`config.mk`:
```
export PLATFORM = sky130hd
export DESIGN_NAME = multicycle_controller
export DESIGN_NICKNAME = d
export VERILOG_FILES = /design/src/rtl/mc_pkg.sv /design/src/rtl/cond_check.sv /design/src/rtl/multicycle_controller.sv
export SDC_FILE = /design/constraint.sdc
export NUM_CORES = 1
export LEC_CHECK = 0
export CAP_MARGIN = 20
export CORE_UTILIZATION = 38
export DETAILED_ROUTE_END_ITERATION = 10
export PLACE_DENSITY = 0.9
export SLEW_MARGIN = 0
export SYNTH_ARGS = -nofsm -noshare
export SYNTH_HDL_FRONTEND = slang
export SYNTH_SLANG_ARGS = --single-unit
```
`constraint.sdc`:
```
create_clock -name clk -period 2.45 [get_ports clk]
set_clock_uncertainty 0.1 [all_clocks]
set_input_delay 0.245 -clock clk [delete_from_list [all_inputs] [get_ports clk]]
set_output_delay 0.245 -clock clk [all_outputs]
set_load 0.02 [all_outputs]
```
`src/rtl/mc_pkg.sv`:
```
`default_nettype none
// ============================================================================
// Module      : mc_pkg
// Description : Shared encodings for the multicycle ARM control FSM: state
//               enum, ALU control codes, condition codes, opcode classes and
//               datapath mux select values.
// Revision    : 1.0 - initial release
// ============================================================================
package mc_pkg;

    // Controller states, one per datapath step of the multicycle machine
    typedef enum logic [3:0] {
        S_FETCH  = 4'd0,
        S_DECODE = 4'd1,
        S_MEMADR = 4'd2,
        S_MEMRD  = 4'd3,
        S_MEMWB  = 4'd4,
        S_MEMWR  = 4'd5,
        S_EXECR  = 4'd6,
        S_EXECI  = 4'd7,
        S_ALUWB  = 4'd8,
        S_BRANCH = 4'd9
    } state_t;

    // ALUControl codes
    localparam logic [2:0] C_ALU_ADD = 3'b000;
    localparam logic [2:0] C_ALU_SUB = 3'b001;
    localparam logic [2:0] C_ALU_AND = 3'b010;
    localparam logic [2:0] C_ALU_ORR = 3'b011;

    // Data-processing cmd field values
    localparam logic [3:0] C_CMD_ADD = 4'b0100;
    localparam logic [3:0] C_CMD_SUB = 4'b0010;
    localparam logic [3:0] C_CMD_AND = 4'b0000;
    localparam logic [3:0] C_CMD_ORR = 4'b1100;

    // Op field classes
    localparam logic [1:0] C_OP_DP  = 2'b00;
    localparam logic [1:0] C_OP_MEM = 2'b01;
    localparam logic [1:0] C_OP_BR  = 2'b10;

    // Condition field values
    localparam logic [3:0] C_COND_EQ = 4'b0000;
    localparam logic [3:0] C_COND_NE = 4'b0001;
    localparam logic [3:0] C_COND_CS = 4'b0010;
    localparam logic [3:0] C_COND_CC = 4'b0011;
    localparam logic [3:0] C_COND_MI = 4'b0100;
    localparam logic [3:0] C_COND_PL = 4'b0101;
    localparam logic [3:0] C_COND_VS = 4'b0110;
    localparam logic [3:0] C_COND_VC = 4'b0111;
    localparam logic [3:0] C_COND_HI = 4'b1000;
    localparam logic [3:0] C_COND_LS = 4'b1001;
    localparam logic [3:0] C_COND_GE = 4'b1010;
    localparam logic [3:0] C_COND_LT = 4'b1011;
    localparam logic [3:0] C_COND_GT = 4'b1100;
    localparam logic [3:0] C_COND_LE = 4'b1101;
    localparam logic [3:0] C_COND_AL = 4'b1110;

    // Mux select values
    localparam logic [1:0] C_RES_ALUOUT    = 2'b00;
    localparam logic [1:0] C_RES_DATA      = 2'b01;
    localparam logic [1:0] C_RES_ALURESULT = 2'b10;
    localparam logic [1:0] C_SRCB_REG      = 2'b00;
    localparam logic [1:0] C_SRCB_IMM      = 2'b01;
    localparam logic [1:0] C_SRCB_FOUR     = 2'b10;

    // Map a data-processing cmd onto the ALU; unsupported commands run as ADD
    function automatic logic [2:0] decode_alu(input logic [3:0] cmd);
        case (cmd)
            C_CMD_ADD: decode_alu = C_ALU_ADD;
            C_CMD_SUB: decode_alu = C_ALU_SUB;
            C_CMD_AND: decode_alu = C_ALU_AND;
            C_CMD_ORR: decode_alu = C_ALU_ORR;
            default:   decode_alu = C_ALU_ADD;
        endcase
    endfunction

endpackage
`default_nettype wire

```
`src/rtl/cond_check.sv`:
```
`default_nettype none
// ============================================================================
// Module      : cond_check
// Description : Combinational ARM condition-field evaluation against the
//               NZCV flags.
// Revision    : 1.0 - initial release
// ============================================================================
module cond_check
    import mc_pkg::*;
(
    input  logic [3:0] Cond,
    input  logic [3:0] Flags,
    output logic       CondEx
);

    logic w_n, w_z, w_c, w_v, w_ge;

    assign {w_n, w_z, w_c, w_v} = Flags;
    assign w_ge = (w_n == w_v);

    // Decode the condition field into a pass/fail bit
    always_comb begin
        case (Cond)
            C_COND_EQ: CondEx = w_z;
            C_COND_NE: CondEx = ~w_z;
            C_COND_CS: CondEx = w_c;
            C_COND_CC: CondEx = ~w_c;
            C_COND_MI: CondEx = w_n;
            C_COND_PL: CondEx = ~w_n;
            C_COND_VS: CondEx = w_v;
            C_COND_VC: CondEx = ~w_v;
            C_COND_HI: CondEx = w_c & ~w_z;
            C_COND_LS: CondEx = ~w_c | w_z;
            C_COND_GE: CondEx = w_ge;
            C_COND_LT: CondEx = ~w_ge;
            C_COND_GT: CondEx = ~w_z & w_ge;
            C_COND_LE: CondEx = w_z | ~w_ge;
            C_COND_AL: CondEx = 1'b1;
            default:   CondEx = 1'b0;
        endcase
    end

endmodule
`default_nettype wire

```
`src/rtl/multicycle_controller.sv`:
```
`default_nettype none
// ============================================================================
// Module      : multicycle_controller
// Description : Control FSM for the multicycle ARM datapath. Sequences
//               fetch/decode/execute/writeback over 2-5 cycles, holds the
//               NZCV flags register and drives all enables and mux selects.
// Revision    : 1.0 - initial release
// ============================================================================
module multicycle_controller
    import mc_pkg::*;
(
    input  logic        clk,
    input  logic        reset,
    input  logic [31:0] Instr,
    input  logic [3:0]  ALUFlags,
    output logic        PCWrite,
    output logic        AdrSrc,
    output logic        MemWrite,
    output logic        IRWrite,
    output logic        RegWrite,
    output logic [1:0]  ResultSrc,
    output logic        ALUSrcA,
    output logic [1:0]  ALUSrcB,
    output logic [2:0]  ALUControl,
    output logic [2:0]  ImmSrc,
    output logic [2:0]  RegSrc
);

    state_t      r_state;
    state_t      w_next;
    logic [3:0]  r_flags;
    logic        r_exec_pass;
    logic        w_condex;
    logic [1:0]  w_op;
    logic        w_i;
    logic        w_l;
    logic        w_s;
    logic [3:0]  w_cmd;
    logic [2:0]  w_alu_cmd;
    logic        w_is_exec;
    logic        w_unused;

    assign w_op      = Instr[27:26];
    assign w_i       = Instr[25];
    assign w_l       = Instr[20];
    assign w_s       = Instr[20];
    assign w_cmd     = Instr[24:21];
    assign w_alu_cmd = decode_alu(w_cmd);
    assign w_is_exec = (r_state == S_EXECR) || (r_state == S_EXECI);
    assign w_unused  = &{1'b0, Instr[19:0]};

    cond_check u_cond_check (
        .Cond   (Instr[31:28]),
        .Flags  (r_flags),
        .CondEx (w_condex)
    );

    // State register
    always_ff @(posedge clk) begin
        if (reset) begin
            r_state <= S_FETCH;
        end else begin
            r_state <= w_next;
        end
    end

    // Flags register plus the execute-stage condition result. ALUWB uses the
    // condition as it stood in EXEC, so an instruction's own flag update can
    // never cancel its register write.
    always_ff @(posedge clk) begin
        if (reset) begin
            r_flags     <= 4'b0000;
            r_exec_pass <= 1'b0;
        end else if (w_is_exec) begin
            r_exec_pass <= w_condex;
            if (w_s && w_condex) begin
                r_flags[3:2] <= ALUFlags[3:2];
                if ((w_alu_cmd == C_ALU_ADD) || (w_alu_cmd == C_ALU_SUB)) begin
                    r_flags[1:0] <= ALUFlags[1:0];
                end
            end
        end
    end

    // Next-state selection
    always_comb begin
        w_next = S_FETCH;
        case (r_state)
            S_FETCH:  w_next = S_DECODE;
            S_DECODE: begin
                case (w_op)
                    C_OP_MEM: w_next = S_MEMADR;
                    C_OP_DP:  w_next = w_i ? S_EXECI : S_EXECR;
                    C_OP_BR:  w_next = S_BRANCH;
                    default:  w_next = S_FETCH;
                endcase
            end
            S_MEMADR: w_next = w_l ? S_MEMRD : S_MEMWR;
            S_MEMRD:  w_next = S_MEMWB;
            S_EXECR:  w_next = S_ALUWB;
            S_EXECI:  w_next = S_ALUWB;
            default:  w_next = S_FETCH;
        endcase
    end

    // Per-state datapath controls; reset blocks every write enable
    always_comb begin
        PCWrite    = 1'b0;
        AdrSrc     = 1'b0;
        MemWrite   = 1'b0;
        IRWrite    = 1'b0;
        RegWrite   = 1'b0;
        ResultSrc  = C_RES_ALUOUT;
        ALUSrcA    = 1'b0;
        ALUSrcB    = C_SRCB_REG;
        ALUControl = C_ALU_ADD;
        case (r_state)
            S_FETCH: begin
                IRWrite   = 1'b1;
                PCWrite   = 1'b1;
                ALUSrcA   = 1'b1;
                ALUSrcB   = C_SRCB_FOUR;
                ResultSrc = C_RES_ALURESULT;
            end
            S_DECODE: begin
                ALUSrcA   = 1'b1;
                ALUSrcB   = C_SRCB_FOUR;
                ResultSrc = C_RES_ALURESULT;
            end
            S_MEMADR: begin
                ALUSrcB = C_SRCB_IMM;
            end
            S_MEMRD: begin
                AdrSrc = 1'b1;
            end
            S_MEMWR: begin
                AdrSrc   = 1'b1;
                MemWrite = w_condex;
            end
            S_MEMWB: begin
                ResultSrc = C_RES_DATA;
                RegWrite  = w_condex;
            end
            S_EXECR: begin
                ALUSrcB    = C_SRCB_REG;
                ALUControl = w_alu_cmd;
            end
            S_EXECI: begin
                ALUSrcB    = C_SRCB_IMM;
                ALUControl = w_alu_cmd;
            end
            S_ALUWB: begin
                ResultSrc = C_RES_ALUOUT;
                RegWrite  = r_exec_pass;
            end
            S_BRANCH: begin
                ALUSrcB   = C_SRCB_IMM;
                ResultSrc = C_RES_ALURESULT;
                PCWrite   = w_condex;
            end
            default: ;
        endcase
        if (reset) begin
            PCWrite  = 1'b0;
            IRWrite  = 1'b0;
            RegWrite = 1'b0;
            MemWrite = 1'b0;
        end
    end

    // Immediate and register-port selects follow the instruction class
    always_comb begin
        ImmSrc = 3'b000;
        RegSrc = 3'b000;
        if (w_op == C_OP_BR) begin
            RegSrc = 3'b001;
            ImmSrc = 3'b010;
        end else if (w_op == C_OP_MEM) begin
            ImmSrc = 3'b001;
            RegSrc = w_l ? 3'b000 : 3'b010;
        end
    end

endmodule
`default_nettype wire

```
* Word-level counts from Yosys, hierarchy flattened *
Index checks and enable logic that the tools add are counted.
W data, S select, Z words.

operators by class
  bitwise logic cells = 9
  equality and inequality tests = 29
  multiplexer cells = 24
  reductions and logical operators = 15

operators by type and width
  operator              number
  $eq A4 B4 Y1 const B  10
  $eq A4 B3 Y1 const B  8
  $eq A4 B2 Y1 const B  5
  $pmux W4 S5           1
  $pmux W1 S15          1
  $logic_not A4 Y1      3
  $pmux W4 S3           1
  $mux W1               10
  $eq A4 B1 Y1 const B  2
  $mux W2               4
  $pmux W2 S2           2
  $mux W3               2
  $pmux W2 S3           1
  $reduce_or A2 Y1      3
  $reduce_or A3 Y1      2
  $not A1 Y1            5
  $pmux W1 S2           2
  $eq A3 B1 Y1 const B  1
  $logic_not A3 Y1      1
  $reduce_and A3 Y1     1
  $and A1 B1 Y1         2
  $eq A2 B1 Y1 const B  1
  $eq A2 B2 Y1 const B  1
  $logic_not A2 Y1      1
  other kinds (5)       7

storage, ports and cells
  logic and storage cells = 81
  register bits after elaboration = 9

* Longest topological paths before layout *
  word-level depth = 6
  mapped depth = 6
  depth with buffers taken out = 5

* Hierarchy *
A second synthesis with hierarchy kept.

second synthesis, totals
  cell total of the unflattened synthesis = 110
  area total of the unflattened synthesis = 867.1 um2

modules (own cells, without submodules)
  module                 instances  cells each  area each (um2)
  multicycle_controller  1          82          673.1
  cond_check             1          28          193.9

* Worst setup path after synthesis *
OpenSTA, ideal clock, no wires.

  path kind = reg-to-output
  start = register r_flags[1]
  end = output MemWrite
  path buffers = 0
  path slack = 524 ps
  arrival time = 1581 ps
  cell stages (with the launch flop) = 6
  required time = 2105 ps
  cell sequence = dfxtp_1 xor2_2 a22oi_1 o32a_1 and3_4 nor3_1

on the way
  longest elaborated chain between the ends = 5

ends and longest elaborated chain
  item                      RTL line                            text
  start: declaration        multicycle_controller.sv:31         logic [3:0] r_flags;
  start signal: assignment  multicycle_controller.sv:79         r_flags[1:0] <= ALUFlags[1:0];
  $not A1 Y1                cond_check.sv:27, cond_check.sv:33
  $or A1 B1 Y1              cond_check.sv:33                    C_COND_LS: CondEx = ~w_c | w_z;
  $pmux W1 S15 *            cond_check.sv:23                    case (Cond)
  $mux W1 *                 multicycle_controller.sv:117        case (r_state)
  $mux W1 *                 multicycle_controller.sv:163        if (reset) begin
  end: declaration          multicycle_controller.sv:18         output logic MemWrite,

Mark *: on every way between the ends. The rest lies on a longest branch, timed or not.

* Worst setup path in the final report *
  start = input reset
  end = output IRWrite

on the way
  longest elaborated chain between the ends = 1

ends and longest elaborated chain
  item                RTL line                      text
  start: declaration  multicycle_controller.sv:13   input logic reset,
  $mux W1             multicycle_controller.sv:163
  end: declaration    multicycle_controller.sv:19   output logic IRWrite,

Every way passes these cells.

==> impl_summary.md <==
CTS
CTS placed an instance of sky130_fd_sc_hd__clkbuf_4 at the clock tree root. The latest clock arrival within the worst-skew pair is 260 ps. The count of H-tree levels built during CTS is 1.

TritonCTS built the clock tree. The TritonCTS sink count is 9. Hold repair after CTS inserted 0 buffers. Buffers inserted during clock tree synthesis total 3. After clock tree synthesis, the clock-pin slew on the worst setup and hold paths is 70 ps. Counting along the longest clock path gives a buffer depth of 2. The number of setup buffers added after CTS is 0.

Synth
The proportion of synthesized flip-flops having asynchronous set or reset is 0%. Yosys attributes the largest share of cell area to sky130_fd_sc_hd__dfxtp_1 (21%), sky130_fd_sc_hd__mux2i_1 (6.9%), sky130_fd_sc_hd__nor3_1 (6.3%). The number of warnings reported in the yosys synthesis log is 0.

A synthesized cell averages 7.845 sq um. The register bit total from synthesis is 9. Of the post-synthesis cell area, the dominant cell type holds approximately 21%. The mapped netlist covers 870.8 sq um.

Ranked by instance count, the synthesized netlist is headed by sky130_fd_sc_hd__nor3_1 (11), sky130_fd_sc_hd__nor2_1 (10), sky130_fd_sc_hd__dfxtp_1 (9), sky130_fd_sc_hd__nand2_1 (9), sky130_fd_sc_hd__nand2b_1 (8). The top cell type by total area after synthesis is sky130_fd_sc_hd__dfxtp_1. Synthesis produced 111 cells. The count of flip-flops with a built-in enable after synthesis is 0. The prevailing post-synth register cell is sky130_fd_sc_hd__dfxtp_1. The cell with the most instances after synthesis is sky130_fd_sc_hd__nor3_1. The proportion of synthesized chip area in sequential cells is about 21%.

The count of unique library cells instantiated by Yosys is 40.

STA
The final critical path takes up about 97% of the cycle. Based on the critical path, the design can be clocked at up to 420.9 MHz. Setup repair after global routing left no endpoint under its margin. The final-report max-slew violation count is 0. Once routing completed, OpenROAD measured the worst setup slack at 73.96 ps. The count of endpoints failing hold in the final timing report is 0. The post-route minimum period is approximately 2400 ps. Setup violations remaining at the end of the flow were counted as 0. In the final timing run, aggregate negative setup slack is 0 ps.

Worst setup path
The type of element launching the critical path is a primary input. STA puts the critical path data required time at around 2100 ps. The worst setup slack for register-to-register paths is 590 ps. The kind of capture point of the worst setup path is a primary output. Measured in cells, the most critical reg-to-reg path has a length of 6. The data arrival time of the worst path is 2030 ps. The setup path with the least slack is of type in -> out. The maximum fanout along the worst path is 2.

Finish
The multi-input gate area in the final layout is 625.6 sq um. Compared with the post-synthesis result, the final layout area differs by 46.26%. The net count of the finished layout is 190. Cells fill 61.77% of the core in the end.

The share of layout cells above drive strength 1 is 17.88%. After filler insertion, the fill cell instance count of the layout stands at between 150 and 200. The number of antenna diodes is 0.

The sequential cells in the finished layout cover a total of 180.2 sq um.

Die
The die covers around 2500 sq um. From left edge to right edge, the die measures 49.87 um. For this configuration, the core starts out at a cell density of 42.23%. The core footprint is 2062 sq um. The die height is 49.87 um. In this run the count of I/O pins placed on the die edge is 57. The total number of placement rows is 16.

Global route
The number of antenna violations at the first check in global routing came to 0. The routing usage on met2 is 41.44%. Summed over all layers, the global routing overflow is 0.

The wire length of the first global-routing pass is 4064 um. For met3 alone, demand over resource in global routing was 3.395%. The via count of the first global-routing pass is 996.

The largest net degree at the start of global routing is 15. The layer flagged by global routing as most heavily used is met2. The global routing met1 resource utilization is 20.97%. The total global-route track usage is 21.04%.

Placement
Prior to clock tree synthesis, the placed netlist has a worst setup slack of -483.6 ps. The weighted congestion reported at the end of routability-driven placement is 0.8978. Detailed placement ended at an HPWL of 1807 um.

The number of buffers added on ports is 33.

Routing
The detailed-router iteration count before antenna repair is 4. The count of nets left with antenna violations once routing finished came out at 0. The iteration-0 DRC count of the detailed router is 15. The via density per instance is 5.365. The total DRC errors in the routed layout is 0. The total length of routed wires is 2254 um. The final routed wire length divided by cell count is 12.66 um. Detailed routing inserted a total of ~960 vias.

Run
The tool flagged a number of max-cap violations equal to 0.

Power and ir drop
The maximum resistive drop on vdd is 0.1898 mV. The reported leakage power is 0.4806 nW. Power spread over the standard cell area amounts to 359.4 nW/um^2.

Worst hold path
The worst hold path passes through 2 cells. The class of the tightest hold or removal check is reg -> reg.

Status
The run finished with clean final reports.
through the flow:
step | power (mW) | area (sq um) | hold WS, ps | cells
2_1_floorplan | 0.2573 | 878.3 | 292.3 | 113
4_1_cts | 0.4611 | 1289 | 438.4 | 178
3_3_place_gp | 0.3342 | 1264 | 420.2 | 174
5_1_grt | 0.4838 | 1274 | 455.1 | 178
3_5_place_dp | 0.3412 | 1264 | 433.9 | 174
6_report | 0.4578 | 1274 | 439.4 | 178
path summary, 6_finish.rpt:
check | from | to
setup / recovery | reset | IRWrite
hold / removal | r_exec_pass$_SDFFE_PP0P_ | r_exec_pass$_SDFFE_PP0P_
setup reg to reg | r_flags[1]$_SDFFE_PP0P_ | r_flags[2]$_SDFFE_PP0P_
hold reg to reg | r_exec_pass$_SDFFE_PP0P_ | r_exec_pass$_SDFFE_PP0P_
cell families after synthesis:
family,share of synthesized area [%]
AOI/OAI and AO/OA,16.67
xor gates and xnor gates,6.753
buffers and inverters,8.332
DFF,20.69
muxes,8.190
other,0.4306
and+or+nand+nor,38.94
layer usage:
metal | vias up | wire, um
met5 | - | 0
met1 | 441 | 861
li1 | 470 | -
met2 | 38 | 1250
met4 | 0 | 36
met3 | 6 | 106
final cells by class:
type,count,area share [%]
Clock buffer,4,2.063
Inverter,3,0.8841
Multi-Input combinational cell,91,49.12
Sequential cell,9,14.15
Tap cell,27,2.652
Timing Repair Buffer,44,31.14
flip-flops by register name, summed over array words and instances (netlist names):
| signal | cells |
|---|---|
| r_exec_pass | 1 |
| r_state | 4 |
| r_flags | 4 |
cells in the final DEF, fill, tap and decap left out, types with 2 or more instances in the layout:
cell                              Yosys  layout
sky130_fd_sc_hd__clkdlybuf4s50_1      0      29
sky130_fd_sc_hd__nand2_1              9       9
sky130_fd_sc_hd__buf_4                4      11
sky130_fd_sc_hd__or2b_1               2       2
sky130_fd_sc_hd__xor2_2               2       2
sky130_fd_sc_hd__clkbuf_2             0       2
sky130_fd_sc_hd__nand2b_1             8       8
sky130_fd_sc_hd__o21ai_0              2       2
sky130_fd_sc_hd__a21oi_1              2       2
sky130_fd_sc_hd__xor2_1               2       2
sky130_fd_sc_hd__nor3_1              11      11
sky130_fd_sc_hd__dfxtp_1              9       9
sky130_fd_sc_hd__inv_1                3       3
sky130_fd_sc_hd__or3_1                3       3
sky130_fd_sc_hd__a31oi_1              3       3
sky130_fd_sc_hd__nor2_1              10      10
sky130_fd_sc_hd__nor4_1               3       3
sky130_fd_sc_hd__clkbuf_4             0       3
sky130_fd_sc_hd__mux2i_1              6       6
sky130_fd_sc_hd__and2_1               2       2
sky130_fd_sc_hd__nor2b_1              4       4
sky130_fd_sc_hd__conb_1               1       3
sky130_fd_sc_hd__nand3b_1             2       2
timing repair:
action | 4_1_cts | 5_1_grt
gates resized for setup | 7 | 5
endpoints found under the hold margin | 0 | 0
setup endpoints to repair | 3 | 3
pin swaps | 0 | 0
worst max-delay path: stages:
cell	delay [ps]
sky130_fd_sc_hd__clkdlybuf4s50_1	430
sky130_fd_sc_hd__or3_1	340
sky130_fd_sc_hd__or3_1	360
sky130_fd_sc_hd__inv_1	70
sky130_fd_sc_hd__clkdlybuf4s50_1	590
report_power, final:
part           internal, mW  switching (mW)
logic                0.0906          0.0874
registers             0.151         0.00733
clock network        0.0630          0.0588
Power figures use the tool's default switching activity.
